[config.mk]
export PLATFORM = sky130hd
export DESIGN_NAME = ps2_keyboard_tx
export DESIGN_NICKNAME = d
export VERILOG_FILES = /design/src/rtl/ps2_keyboard_tx.sv
export SDC_FILE = /design/constraint.sdc
export NUM_CORES = 1
export LEC_CHECK = 0
export ABC_CLOCK_PERIOD_IN_PS = 3000
export CAP_MARGIN = 20
export CORE_MARGIN = 5
export CORE_UTILIZATION = 50
export CTS_CLUSTER_DIAMETER = 80
export CTS_CLUSTER_SIZE = 16
export DETAILED_ROUTE_END_ITERATION = 12
export HOLD_SLACK_MARGIN = 0.08
export PLACE_DENSITY_LB_ADDON = 0.05
export RECOVER_POWER = 100
export SLEW_MARGIN = 0
export SYNTH_ARGS = -nofsm -noshare
export SYNTH_HDL_FRONTEND = slang
export SYNTH_SLANG_ARGS = --single-unit
[constraint.sdc]
create_clock -name clk -period 3 [get_ports clk]
set_input_delay 0.45 -clock clk [delete_from_list [all_inputs] [get_ports clk]]
set_output_delay 0.45 -clock clk [all_outputs]
set_load 0.01 [all_outputs]
[src/rtl/ps2_keyboard_tx.sv]
// Device-side PS/2 keyboard transmitter: queues scan-code bytes in a small FIFO
// and serialises each one as an 11-bit frame (start, 8 data LSB first, odd parity, stop).
module ps2_keyboard_tx #(
  parameter int CLK_DIV    = 8,
  parameter int GAP_CYCLES = 32,
  parameter int FIFO_DEPTH = 8
) (
  input  logic                          clk,
  input  logic                          reset,
  input  logic                          in_valid,
  input  logic [7:0]                    in_data,
  output logic                          in_ready,
  output logic                          ps2_clk,
  output logic                          ps2_data,
  output logic                          busy,
  output logic [$clog2(FIFO_DEPTH):0]   fifo_count,
  output logic [7:0]                    frames_sent
);

  localparam int PTR_W   = $clog2(FIFO_DEPTH);
  localparam int CNT_MAX = (CLK_DIV > GAP_CYCLES) ? CLK_DIV : GAP_CYCLES;
  localparam int CNT_W   = $clog2(CNT_MAX + 1);

  localparam logic [PTR_W:0]   FIFO_FULL = (PTR_W + 1)'(FIFO_DEPTH);
  localparam logic [CNT_W-1:0] DIV_LAST  = CNT_W'(CLK_DIV - 1);
  localparam logic [CNT_W-1:0] GAP_LAST  = CNT_W'(GAP_CYCLES - 1);

  typedef enum logic [1:0] {IDLE, HIGH, LOW, GAP} state_t;

  logic [7:0]       fifo_mem [FIFO_DEPTH];
  logic [PTR_W-1:0] wr_ptr_reg;
  logic [PTR_W-1:0] rd_ptr_reg;
  logic [PTR_W:0]   count_reg;
  state_t           state_reg;
  logic [CNT_W-1:0] div_reg;
  logic [3:0]       bit_idx_reg;
  // Bits still to send after the start bit: {stop, parity, data}, LSB next.
  logic [9:0]       frame_reg;
  logic             push;
  logic             pop;

  assign in_ready   = (count_reg != FIFO_FULL);
  assign push       = in_valid && in_ready;
  assign pop        = (state_reg == IDLE) && (count_reg != '0);
  assign busy       = (count_reg != '0) || (state_reg != IDLE);
  assign fifo_count = count_reg;

  always_ff @(posedge clk) begin
    if (push) begin
      fifo_mem[wr_ptr_reg] <= in_data;
    end
  end

  always_ff @(posedge clk) begin
    if (reset) begin
      wr_ptr_reg  <= '0;
      rd_ptr_reg  <= '0;
      count_reg   <= '0;
      state_reg   <= IDLE;
      div_reg     <= '0;
      bit_idx_reg <= '0;
      frame_reg   <= '1;
      ps2_clk     <= 1'b1;
      ps2_data    <= 1'b1;
      frames_sent <= '0;
    end else begin
      if (push) begin
        wr_ptr_reg <= wr_ptr_reg + PTR_W'(1);
      end
      if (pop) begin
        rd_ptr_reg <= rd_ptr_reg + PTR_W'(1);
      end
      case ({push, pop})
        2'b10:   count_reg <= count_reg + (PTR_W + 1)'(1);
        2'b01:   count_reg <= count_reg - (PTR_W + 1)'(1);
        default: count_reg <= count_reg;
      endcase

      case (state_reg)
        IDLE: begin
          ps2_clk <= 1'b1;
          if (pop) begin
            frame_reg   <= {1'b1, ~^fifo_mem[rd_ptr_reg], fifo_mem[rd_ptr_reg]};
            ps2_data    <= 1'b0;
            bit_idx_reg <= '0;
            div_reg     <= '0;
            state_reg   <= HIGH;
          end else begin
            ps2_data <= 1'b1;
          end
        end
        HIGH: begin
          if (div_reg == DIV_LAST) begin
            ps2_clk   <= 1'b0;
            div_reg   <= '0;
            state_reg <= LOW;
          end else begin
            div_reg <= div_reg + CNT_W'(1);
          end
        end
        LOW: begin
          // Data only moves on the rising edge, keeping it stable around each fall.
          if (div_reg == DIV_LAST) begin
            ps2_clk <= 1'b1;
            div_reg <= '0;
            if (bit_idx_reg == 4'd10) begin
              frames_sent <= frames_sent + 8'd1;
              state_reg   <= GAP;
            end else begin
              bit_idx_reg <= bit_idx_reg + 4'd1;
              ps2_data    <= frame_reg[0];
              frame_reg   <= {1'b1, frame_reg[9:1]};
              state_reg   <= HIGH;
            end
          end else begin
            div_reg <= div_reg + CNT_W'(1);
          end
        end
        GAP: begin
          if (div_reg == GAP_LAST) begin
            div_reg   <= '0;
            state_reg <= IDLE;
          end else begin
            div_reg <= div_reg + CNT_W'(1);
          end
        end
        default: state_reg <= IDLE;
      endcase
    end
  end

endmodule

* Word level (Yosys, flattened, before mapping)
Memories as Yosys holds them, arrays and structs flattened. A register that Yosys moved wholly into a read port is not among the register bits. Cells that the tools add are included.
Storage, ports and cells: input port bits 11, output and inout port bits 16, register bits after elaboration 42, RAM bits 64, memories 1, word-level logic and storage cells 78
Operators by class: equality and inequality tests 14, $add $sub $neg 7, muxes and demuxes 30, reduce and logical (&&, ||, !) cells 16
Memories:
- fifo_mem | depth 8, bits a word 8, read ports 1, clocked after Yosys merged registers in 1, write ports 1, RTL line 30 | logic [7:0] fifo_mem [FIFO_DEPTH];
Operators with widths (number):
- 10-bit two-way mux | 3
- 10-bit one-hot mux with 2 select lines | 1
- 6-bit two-way mux | 3
- 6-bit one-hot mux with 3 select lines | 1
- 4-bit one-hot mux with 2 select lines | 2
- 4-bit two-way mux | 3
- 2-bit two-way mux | 5
- 2-bit inequality test, second input constant | 5
- 3-bit AND reduction | 3
- 4-bit by 1-bit adder with 4-bit output, second input constant | 2
- 8-bit by 1-bit adder with 8-bit output, second input constant | 1
- 2-bit one-hot mux with 4 select lines | 1
- 4-bit AND reduction | 2
- 8-bit XNOR reduction | 1
- 1-bit two-way mux | 7
- 3-bit by 1-bit adder with 3-bit output, second input constant | 2
- 6-bit by 1-bit adder with 6-bit output, second input constant | 1
- 2-bit equality test, second input constant | 3
- 6-bit by 3-bit equality test with 1-bit output, second input constant | 1
- 6-bit by 5-bit equality test with 1-bit output, second input constant | 1
- 3-bit two-way mux | 2
- 2-bit nonzero test | 3
- 2-bit by 1-bit equality test with 1-bit output, second input constant | 2
- 4-bit equality test, second input constant | 1
- other kinds (10) | 11

* Depth between registers and ports, before layout
depth in word-level cells 4, mapped depth 12, mapped depth without buffers 12

* Least setup slack after synthesis
Ideal clock, no wire load.
path type flip-flop to flip-flop, start register count_reg[1], in the netlist fifo_count[1], end register count_reg[2], in the netlist fifo_count[2], required time 2.872 ns, setup slack 0.442 ns, stages on the path, launching flop included 13, period minus slack after synthesis 2.558 ns, buffers on the path 2, setup time 0.128 ns, arrival time 2.430 ns, cells stage by stage dfxtp_1 > clkbuf_1 > or4b_1 > clkbuf_1 > nand2_1 > ha_1 > xor2_1 > ha_1 > a31oi_1 > xor2_1 > nor2_1 > xnor2_1 > nor2_1
On the way: word-level cells in the longest chain between the ends 4, elaborated cells between the ends (all ways) 10, classes of those cells 2 x add/sub; 3 x eq/ne; 1 x mux; 4 x reduce/logical
RTL lines:
- from (decl) | RTL line 33 | logic [PTR_W:0] count_reg;
- from (signal assigned) | RTL line 74 | 2'b10: count_reg <= count_reg + (PTR_W + 1)'(1);
- from (signal assigned) | RTL line 75 | 2'b01: count_reg <= count_reg - (PTR_W + 1)'(1);
- from (signal assigned) | RTL line 76 | default: count_reg <= count_reg;
- 4-bit inequality test * | RTL line 42 | assign in_ready = (count_reg != FIFO_FULL);
- named net in_ready | RTL line 12 | output logic in_ready,
- 1-bit logical AND * | RTL line 43 | assign push = in_valid && in_ready;
- 2-bit by 1-bit equality test with 1-bit output / 2-bit equality test (equally long branches) | RTL line 73 | case ({push, pop})
- 4-bit one-hot mux with 2 select lines / 2-bit nonzero test (equally long branches)
The timed path passes the listed nets; every way through them passes the cells marked *. A chain may end at the register's enable or synchronous reset.

* Worst setup path in the final report
start register state_reg[0], end register frame_reg[2]
On the way: word-level cells in the longest chain between the ends 4, elaborated cells between the ends (all ways) 9, classes of those cells 4 x eq/ne; 1 x mux; 4 x reduce/logical
RTL lines:
- from (decl) | RTL line 34 | state_t state_reg;
- from (signal assigned) | RTL line 59 | state_reg <= IDLE;
- from (signal assigned) | RTL line 87 | state_reg <= HIGH;
- from (signal assigned) | RTL line 96 | state_reg <= LOW;
- 2-bit zero test | RTL line 44, 79
- 1-bit logical AND | RTL line 44 | assign pop = (state_reg == IDLE) && (count_reg != '0);
- 2-bit inequality test (no source line)
- 4-bit AND reduction (no source line)
- to (signal assigned) | RTL line 83 | frame_reg <= {1'b1, ~^fifo_mem[rd_ptr_reg], fifo_mem[rd_ptr_reg]};
- to (signal assigned) | RTL line 112 | frame_reg <= {1'b1, frame_reg[9:1]};
- to (decl) | RTL line 38 | logic [9:0] frame_reg;
Several ways; a longest one is shown, not always the timed one.

==> impl_metrics.yaml <==
yosys:
  synthCells: 352
  ys_seq_area_frac: 0.603
  syn_avg_cell_area_sq_um: 13.2
  syn-cell-area_sq_um: 4650
  syn-num-nets: 376
  ys_types: 47
  ys_warn_count: 0
  ys_ff_latch: 108
critical_path:
  crit_buf_inv: 3
  cpPeakStageDelay_ns: 0.46
  cp-end-kind: "flip-flop"
  r2r_slack_ns: 0.35
  crit_required_ns: 3.25
  r2r-end: "frame_reg[2]"
  r2r_cells: 9
  cp.depth: 9
  crit_arrival_ns: 2.90
  crit_type: "reg2reg"
  critPathMaxFanout: 22
  worst_setup_path_start_kind: "flip-flop"
  r2r_start: "state_reg[0]"
  critPathMostFrequentCell: "inv_1"
  critical-path-top-delay-family: "buffers and inverters"
  path_cells: "inv_1 > ha_1 > inv_1 > nor4_1 > o21a_1 > nand2_1 > clkbuf_2 > nor2_1 > a211o_1"
  critPathSlowestCell: "inv_1"
timing:
  period_share: 0.883
  tightest_slew_ns: 0.718
  post-route-min-period_ns: 2.65
  hold_viol: 0
  maxSlewViolCount: 0
  clock_skew_ns: 0.0197
  maxClockFrequency_ghz: 0.378
  setup_tns_ns: 0
  relSlewSlack: 0.520
  grt_setup_unrepaired: "no"
  setup_violations: 0
power_and_ir_drop:
  combPwrFrac: 0.366
  p_int_mw: 2.75
  ir_worst_vdd_mv: 0.359
  p_seq_frac: 0.436
  p_sw_frac: 0.354
  powerDensity_nw_per_um2: 817
  pwr-share-clk: 0.197
  p_sw_mw: 1.51
  power.leakage_nw: 1.82
  power_mw: 4.26
final_layout:
  final_util: 0.570
  largest_reg_flops: 64
  final_common_cell: "edfxtp_1"
  layout_common_cells: "64 x edfxtp_1, 44 x dfxtp_1, 42 x nor2_1"
  finalNonFillerCells: 503
  nets: 411
  final_area_sq_um: 5220
  diodes: 0
  area_growth_pct: 12.3
  layout-drive-gt1-share: 0.0765
  fillCellCount: 763
cts:
  cts-root-buf: "clkbuf_8"
  clock_path_buffers: 2
  cts_sinks: 108
  clk_latency_ns: 0.37
  postCtsHoldBufs: 0
  cts_max_level: 3
  postCtsSetupRepairBufs: 0
  cts_tree: "yes"
  numCtsBuffers: 9
  clk_pin_slew_worst_paths_ns: 0.12
  cts_resized: 0
route:
  routedWlPerCell_um: 17.0
  drc: 0
  ant_nets: 0
  routed_via_density: 5.50
  wirelength_um: 8530
  first_pass_iters: 4
  drt_iter0_markers: 120
  via_count: 2766
run_status:
  status: "finished, final reports clean"
placement:
  placedCellCount: 487
  io_buffers: 26
  placed_area_sq_um: 5070
  place_hpwl_um: 5790
  gp_congestion: 0.742
floorplan:
  core_area_sq_um: 9150
  dieArea_sq_um: 11300
  fp.dieH_um: 106
  num_io_pins: 27
  rows: 35
  die_x_um: 106
  start_util: 0.508
global_routing:
  antenna_found_initial: 0
  grt_remaining_overflow: 0
  grt_usage: 0.159
  grt_pass1_vias: 2687
  grt_start_max_net_pins: 23
  grt_pass1_wl_um: 14100
flow_run:
  maxCapViolations: 0
min_path:
  min_path_type: "reg2reg"
  whs_path_depth: 1
  min_delay_worst_endpoint: "frame_reg[6]"
  hp-start: "frame_reg[6]"
-- how the worst max path moves through the flow --
stage | start | to | slack, ns
2_1_floorplan | fifo_count[1] | fifo_count[2] | 0.44
3_3_place_gp | fifo_count[0] | fifo_count[2] | 0.54
5_1_grt | state_reg[0] | frame_reg[2] | 0.09
3_5_place_dp | fifo_count[0] | fifo_count[2] | 0.41
6_report | state_reg[0] | frame_reg[2] | 0.35
4_1_cts | fifo_count[0] | busy | 0.31
-- logic make-up (layout without fill, tap and decap cells) --
family / count (synthesis) / count (layout) / synth area share
AO/OA/AOI/OAI: 49 / 49 / 0.0660
buffers and inverters: 24 / 64 / 0.0264
multiplexers: 28 / 28 / 0.113
XOR/XNOR: 25 / 25 / 0.0487
flip-flops: 108 / 108 / 0.603
adder cells (fa/ha/maj): 13 / 13 / 0.0350
AND/OR/NAND/NOR: 105 / 105 / 0.107
-- Yosys cell counts (all sizes together) --
| library cell | instances | area share |
|---|---|---|
| a211o | 10 | 0.019 |
| a211oi | 1 | 0.0016 |
| a21oi | 13 | 0.014 |
| a22oi | 2 | 0.0032 |
| a311oi | 1 | 0.0019 |
| a31oi | 1 | 0.0013 |
| and2 | 1 | 0.0013 |
| and3 | 2 | 0.0027 |
| and4 | 1 | 0.0019 |
| buf | 5 | 0.011 |
| clkbuf | 12 | 0.0097 |
| dfxtp | 44 | 0.19 |
| edfxtp | 64 | 0.41 |
| ha | 13 | 0.035 |
| inv | 7 | 0.0057 |
| mux2 | 1 | 0.0024 |
| mux2i | 11 | 0.025 |
| mux4 | 16 | 0.086 |
| nand2 | 25 | 0.020 |
| nand2b | 5 | 0.0067 |
| nand3 | 3 | 0.0032 |
| nand3b | 1 | 0.0016 |
| nand4 | 5 | 0.0067 |
| nand4b | 2 | 0.0038 |
| nor2 | 42 | 0.034 |
| nor2b | 2 | 0.0027 |
| nor3 | 5 | 0.0054 |
| nor4 | 3 | 0.0040 |
| nor4b | 1 | 0.0019 |
| o211ai | 1 | 0.0016 |
| o21a | 2 | 0.0032 |
| o21ai | 16 | 0.017 |
| o22ai | 1 | 0.0013 |
| o31ai | 1 | 0.0016 |
| or3 | 4 | 0.0054 |
| or4 | 2 | 0.0032 |
| or4b | 1 | 0.0022 |
| xnor2 | 14 | 0.028 |
| xor2 | 11 | 0.021 |
-- per-layer routing --
metal,GRT usage,part of all wire,vias up
met5,0,0,-
met2,0.236,0.44,23
met4,0.0472,0.0093,0
met1,0.240,0.52,1363
li1,-,-,1373
met3,0.0285,0.023,7
-- worst reg2reg max path, cell delays in order (launching register included) --
cell      delay (ns)
dfxtp_1         0.42
inv_1           0.11
ha_1            0.25
inv_1           0.46
nor4_1          0.13
o21a_1          0.25
nand2_1         0.19
clkbuf_2        0.36
nor2_1          0.10
a211o_1         0.27
-- power by group through the flow --
stage	Clock (mW)	Combinational, mW	Sequential, mW
2_1_floorplan	0	1.24	1.86
3_3_place_gp	0	1.58	1.89
3_5_place_dp	0	1.60	1.89
4_1_cts	0.872	1.61	1.86
5_1_grt	0.916	1.76	1.88
6_report	0.841	1.56	1.86
-- through the flow --
stage	setup slack [ns]	hold slack [ns]
2_1_floorplan	0.442	0.430
3_3_place_gp	0.537	0.439
3_5_place_dp	0.409	0.445
4_1_cts	0.313	0.469
5_1_grt	0.0858	0.484
6_report	0.352	0.466
-- cell type report --
| type | count | area [sq um] | share of cell area |
|---|---|---|---|
| Clock buffer | 9 | 124 | 0.0237 |
| Clock inverter | 7 | 62.6 | 0.0120 |
| Inverter | 7 | 26.3 | 0.00504 |
| Multi-Input combinational cell | 220 | 1730 | 0.331 |
| Sequential cell | 108 | 2800 | 0.537 |
| Tap cell | 111 | 139 | 0.0266 |
| Timing Repair Buffer | 41 | 337 | 0.0645 |
Note: power is estimated with default switching activity, not from simulation.
